==> config.mk <==
export PLATFORM = sky130hd
export DESIGN_NAME = mtm_alu_out_scheduler
export DESIGN_NICKNAME = d
export VERILOG_FILES = /design/src/rtl/mtm_alu_pkg.sv /design/src/rtl/mtm_alu_sync_fifo.sv /design/src/rtl/mtm_alu_out_scheduler.sv
export SDC_FILE = /design/constraint.sdc
export NUM_CORES = 1
export LEC_CHECK = 0
export BUFFER_PORTS_ARGS = -buffer_cell sky130_fd_sc_hd__buf_2
export CORE_ASPECT_RATIO = 2
export CORE_MARGIN = 5
export CORE_UTILIZATION = 50
export CTS_CLUSTER_DIAMETER = 30
export DETAILED_ROUTE_END_ITERATION = 16
export HOLD_SLACK_MARGIN = 0.12
export PLACE_DENSITY = 0.7
export SLEW_MARGIN = 0
export SYNTH_ARGS = -nofsm -noshare
export SYNTH_HDL_FRONTEND = slang
export SYNTH_SLANG_ARGS = --single-unit
==> constraint.sdc <==
create_clock -name clk -period 2.6 [get_ports clk]
set_input_delay 0 -clock clk [delete_from_list [all_inputs] [get_ports clk]]
set_output_delay 0 -clock clk [all_outputs]
set_load 0.01 [all_outputs]
==> src/rtl/mtm_alu_pkg.sv <==
// Shared definitions for the MTM ALU output path: frame geometry, control-word
// type encodings, error flag positions and serializer word builders.
package mtm_alu_pkg;

  localparam int FRAME_BITS = 11;
  localparam int DATA_WORDS = 5;
  localparam int CTL_WORDS  = 1;

  // Bit 7 of the serializer word tells the serializer which frame length to send.
  typedef enum logic {
    CTL_DATA  = 1'b0,
    CTL_ERROR = 1'b1
  } ctl_type_e;

  localparam int ERR_DATA_BIT = 5;
  localparam int ERR_CRC_BIT  = 4;
  localparam int ERR_OP_BIT   = 3;

  typedef enum logic {
    ST_IDLE,
    ST_WAIT
  } sched_state_e;

  function automatic logic [39:0] result_word(input logic [31:0] c, input logic [3:0] flags);
    return {c, 1'(CTL_DATA), flags, 3'b000};
  endfunction

  function automatic logic [39:0] error_word(input logic [5:0] flags);
    return {32'h0, 1'(CTL_ERROR), flags, 1'b0};
  endfunction

endpackage

==> src/rtl/mtm_alu_sync_fifo.sv <==
// Single-clock FIFO with registered full/empty flags; pushes when full and
// pops when empty are ignored.
module mtm_alu_sync_fifo #(
  parameter int WIDTH = 36,
  parameter int DEPTH = 4
) (
  input  logic             clk,
  input  logic             rst_n,
  input  logic             push,
  input  logic [WIDTH-1:0] din,
  input  logic             pop,
  output logic [WIDTH-1:0] dout,
  output logic             full,
  output logic             empty
);

  localparam int AW = $clog2(DEPTH);
  localparam int CW = AW + 1;

  logic [WIDTH-1:0] mem [DEPTH];
  logic [AW-1:0]    wr_ptr;
  logic [AW-1:0]    rd_ptr;
  logic [CW-1:0]    count;
  logic [CW-1:0]    count_next;
  logic             push_ok;
  logic             pop_ok;

  assign push_ok = push && !full;
  assign pop_ok  = pop && !empty;
  assign dout    = mem[rd_ptr];

  always_comb begin
    count_next = count;
    if (push_ok && !pop_ok)
      count_next = count + CW'(1);
    else if (!push_ok && pop_ok)
      count_next = count - CW'(1);
  end

  // Storage carries no reset; only pointers and flags define validity.
  always_ff @(posedge clk) begin
    if (push_ok)
      mem[wr_ptr] <= din;
  end

  always_ff @(posedge clk or negedge rst_n) begin
    if (!rst_n) begin
      wr_ptr <= '0;
      rd_ptr <= '0;
      count  <= '0;
      full   <= 1'b0;
      empty  <= 1'b1;
    end else begin
      if (push_ok)
        wr_ptr <= wr_ptr + AW'(1);
      if (pop_ok)
        rd_ptr <= rd_ptr + AW'(1);
      count <= count_next;
      full  <= (count_next == CW'(DEPTH));
      empty <= (count_next == '0);
    end
  end

endmodule

==> src/rtl/mtm_alu_out_scheduler.sv <==
// Buffers ALU results and error responses and paces one-cycle loads into the
// handshake-less output serializer so an in-flight frame is never overwritten.
module mtm_alu_out_scheduler
  import mtm_alu_pkg::*;
#(
  parameter int RES_DEPTH = 4,
  parameter int IDLE_GAP  = 1
) (
  input  logic        clk,
  input  logic        rst_n,
  input  logic        res_valid,
  output logic        res_ready,
  input  logic [31:0] res_c,
  input  logic [3:0]  res_flags,
  input  logic        err_valid,
  output logic        err_ready,
  input  logic [5:0]  err_flags,
  output logic [39:0] ser_in,
  output logic        ser_load,
  output logic        busy,
  output logic [15:0] frames_sent
);

  localparam int CNT_W = $clog2(FRAME_BITS * DATA_WORDS + IDLE_GAP);
  localparam logic [CNT_W-1:0] RES_WAIT = CNT_W'(FRAME_BITS * DATA_WORDS + IDLE_GAP - 1);
  localparam logic [CNT_W-1:0] ERR_WAIT = CNT_W'(FRAME_BITS * CTL_WORDS + IDLE_GAP - 1);

  sched_state_e     state;
  logic [CNT_W-1:0] wait_cnt;
  logic [35:0]      fifo_dout;
  logic             fifo_full;
  logic             fifo_empty;
  logic             err_full;
  logic [5:0]       err_data;
  logic             can_issue;
  logic             issue_err;
  logic             issue_res;

  mtm_alu_sync_fifo #(
    .WIDTH(36),
    .DEPTH(RES_DEPTH)
  ) u_res_fifo (
    .clk   (clk),
    .rst_n (rst_n),
    .push  (res_valid && !fifo_full),
    .din   ({res_c, res_flags}),
    .pop   (issue_res),
    .dout  (fifo_dout),
    .full  (fifo_full),
    .empty (fifo_empty)
  );

  assign res_ready = !fifo_full;
  assign err_ready = !err_full;

  // The last WAIT cycle may issue directly, which keeps loads exactly one frame plus gap apart.
  assign can_issue = (state == ST_IDLE) || (wait_cnt == '0);
  assign issue_err = can_issue && err_full;
  assign issue_res = can_issue && !err_full && !fifo_empty;

  assign busy = (state == ST_WAIT) || !fifo_empty || err_full || ser_load;

  always_ff @(posedge clk or negedge rst_n) begin
    if (!rst_n) begin
      err_full <= 1'b0;
      err_data <= '0;
    end else if (issue_err) begin
      err_full <= 1'b0;
    end else if (err_valid && !err_full) begin
      err_full <= 1'b1;
      err_data <= err_flags;
    end
  end

  always_ff @(posedge clk or negedge rst_n) begin
    if (!rst_n) begin
      state       <= ST_IDLE;
      wait_cnt    <= '0;
      ser_in      <= '0;
      ser_load    <= 1'b0;
      frames_sent <= '0;
    end else begin
      ser_load <= 1'b0;
      if (issue_err || issue_res) begin
        ser_in      <= issue_err ? error_word(err_data)
                                 : result_word(fifo_dout[35:4], fifo_dout[3:0]);
        wait_cnt    <= issue_err ? ERR_WAIT : RES_WAIT;
        ser_load    <= 1'b1;
        frames_sent <= frames_sent + 16'd1;
        state       <= ST_WAIT;
      end else if (state == ST_WAIT) begin
        if (wait_cnt == '0)
          state <= ST_IDLE;
        else
          wait_cnt <= wait_cnt - CNT_W'(1);
      end
    end
  end

endmodule

==> summary.md <==
| Metric | Value |
|---|---|
| Crit end category | `flop` |
| Clk network pwr share | `0.337` |
| Routed WL | `roughly 18 mm` |
| CTS tree | `built` |
| Root Driver | `clkbuf_16` |
| Register area share after synthesis | `0.7341` |
| Largest net degree at the start of global routing | `80` |
| PortBufs | `104` |
| Peak supply drop | `0.0008772 V` |
| Layout net count | `700` |
| Ys Warns | `0` |
| Psw | `3511 uW` |
| Initial core utilization | `0.5095` |
| Status | `completed` |
| Site row count | `67` |
| Post-layout util | `0.6506` |
| CTS sink cnt | `223` |
| Power Dens Cells | `1099 nW/um2` |
| Core area | `16,850 um2` |
| Bufs on Longest Clock Path | `3` |
| Worst setup path category | `flop to flop` |
| Number of synthesized register bits | `223` |
| Worst min-delay path class | `primary input to async pin` |
| GRT overflow | `0` |
| Post-DP HPWL | `11.28 mm` |
| P&R area growth vs syn | `27.71%` |
| Mean Syn Cell Area | `18.19 um2` |
| Vias in the first global route | `between 5,000 and 6,000` |
| GP Congestion | `slightly below 0.8` |
| Final Max Tran Viols | `0` |
| Cells after synthesis | `472` |
| Internal power | `8532 uW` |
| Initial antenna violation count | `1` |
| DR vias | `about 4,900` |
| Netlist cell types | `just under 50` |
| Total CTS buffers | `28` |
| CP arrival | `2780 ps` |
| Lkg Pwr | `roughly 0.0044 uW` |
| Async SR Flop Fraction | `0.3543` |
| Final Setup Violations | `0` |
| DR iter-0 viols | `197` |
| Post-synth EDFFs | `144` |
| DRC Markers | `0` |
| Total power | `12,040 uW` |
| Worst-path clk slew | `60 ps` |
| Post-synth top area share | `0.5037` |
| Post-route minimum period | `2384 ps` |
| Startpoint Class | `flop` |
| Commonest cells in the netlist | `144 x edfxtp_1, 78 x dfrtp_1, 36 x mux4_2, 34 x a22o_1, 26 x nand2_1` |
| H-tree levels | `1` |
| Drt via density | `approximately 5.6` |
| Global-route wire length before repair | `28.27 mm` |
| Worst relative slew slack | `0.2940` |
| Hold Vio Cnt, Final | `0` |
| Top cells by area, synth | `edfxtp_1 50%, dfrtp_1 23%, mux4_2 9.4%` |
| Setup ws final | `between 200 and 250 ps` |
| Postcts setup bufs | `0` |
| Tot GR Track Use | `0.1816` |
| Total Die Area | `approximately 20,000 um2` |
| Setup tns final | `0 ps` |
| Top_reg_cell synth | `edfxtp_1` |
| CP Data Required Time | `3000 ps` |
| Most common cell in the netlist | `edfxtp_1` |
| Worst slew pin tran | `1059 ps` |
| Die X | `102.7 um` |
| Max-cap violations | `0` |
| Drt pass-1 iters | `4` |
| Sequential Power Share | `0.435` |
| IO Pins | `106` |
| Sw frac | `0.2916` |
| Post-Syn Nets | `526` |
| Routed len/inst | `20.34 um` |
| Max Freq | `419.5 MHz` |
| RSZ-0062 raised after global routing | `false` |
| Detail Route Antenna Nets | `0` |
| Syn Std Cell Area | `approximately 8600 um2` |
| Clk Latency, worst-skew pair | `530 ps` |
| Post-route clock period utilization | `0.9169` |
| Hold slack | `193.7 ps` |
| Crit path max fanout | `11` |
| R2R cell count | `7` |
| Post-Place Setup Slack | `122.1 ps` |
| Die Y | `between 150 and 200 um` |
| Comb pwr share | `0.228` |
| Layout cell share with drive strength beyond 1 | `0.3503` |
| Clock skew | `19.19 ps` |
| Cell taking the most area after synthesis | `edfxtp_1` |
-- cell families after synthesis --
kind of cell | synth area share
muxes | 0.1035
buffers and inverters | 0.01793
DFF | 0.7342
and+or+nand+nor | 0.04810
xor gates and xnor gates | 0.02143
adders and majority gates | 0.01283
other | 0.0004368
AOI/OAI and AO/OA | 0.06165
-- area by class of cell --
cell class / count / area (um2)
antenna: 1 / 2.502
clock buffer: 30 / 750.7
clock inverter: 22 / 262.8
fill: 1148 / 5887
inverter: 11 / 41.29
multi-input combinational: 214 / 2148
sequential: 223 / 6305
tap: 207 / 259.0
timing repair buffer: 168 / 1194
-- critical path: stages, from the launching register on --
cell and delay, ps:
dfrtp_1 410, inv_1 70, ha_1 200, or4b_4 540, o21a_4 290, nor4_4 410
nand4_1 170, xnor2_1 160
-- registers in the layout, indices dropped and copies added, names as in the netlist --
name	cells
state	1
u_res_fifo.empty	1
ser_in	39
frames_sent	16
wait_cnt	6
ser_load	1
u_res_fifo.wr_ptr	2
u_res_fifo.full	1
u_res_fifo.count	3
err_full	1
u_res_fifo.mem	144
u_res_fifo.rd_ptr	2
err_data	6
-- layout by cell type (no fill, tap or decap), types with 5 or more instances in the layout --
cell type and count:
edfxtp_1 144, nand3_1 5, dfrtp_1 76, buf_12 5, dlygate4sd3_1 51, nor2_1 9, inv_1 11, nand2_1 26
ha_1 8, xor2_1 7, a21oi_1 11, xnor2_1 14, mux4_2 36, inv_8 8, o21ai_0 5, buf_4 9
a22o_1 34, buf_2 103, mux2_2 6, nand2b_1 5, clkbuf_16 30
-- what timing repair did --
| action | CTS | global route |
|---|---|---|
| endpoints found under the hold margin | 235 | 0 |
| resized for setup | 0 | 1 |
| setup endpoints to repair | 0 | 1 |
| hold buffers | 51 | 0 |
-- per-layer routing --
layer,global-route usage,share of wire
met4,0.06813,0.034
met5,0,0
met3,0.03214,0.054
met2,0.3384,0.56
met1,0.1981,0.35
-- through the flow --
step           cells  cell area (um2)
2_1_floorplan    472             8584
3_3_place_gp     772             9433
4_1_cts          875            10960
5_1_grt          876            10960
6_report         876            10960
3_5_place_dp     772             9433
-- power groups by stage --
stage | combinational [uW] | sequential, uW | clock [uW]
after global routing | 3000 | 5320 | 4290
after floorplan | 1720 | 5200 | 0
after global placement | 2580 | 5250 | 0
after CTS | 2800 | 5240 | 4130
after detailed placement | 2670 | 5300 | 0
final | 2740 | 5240 | 4060
-- worst paths after layout --
check                                startpoint                     to  slack, ps
worst max-delay path                wait_cnt[0]         frames_sent[7]        220
worst min-delay path                      rst_n        frames_sent[12]        190
worst max register to register      wait_cnt[0]         frames_sent[7]        220
worst min register to register  frames_sent[15]        frames_sent[15]        480
max in group asynchronous                 rst_n   u_res_fifo.rd_ptr[0]       1640
min in group clk                      res_c[15]  u_res_fifo.mem[2][19]        220
Power figures use the tool's default switching activity.
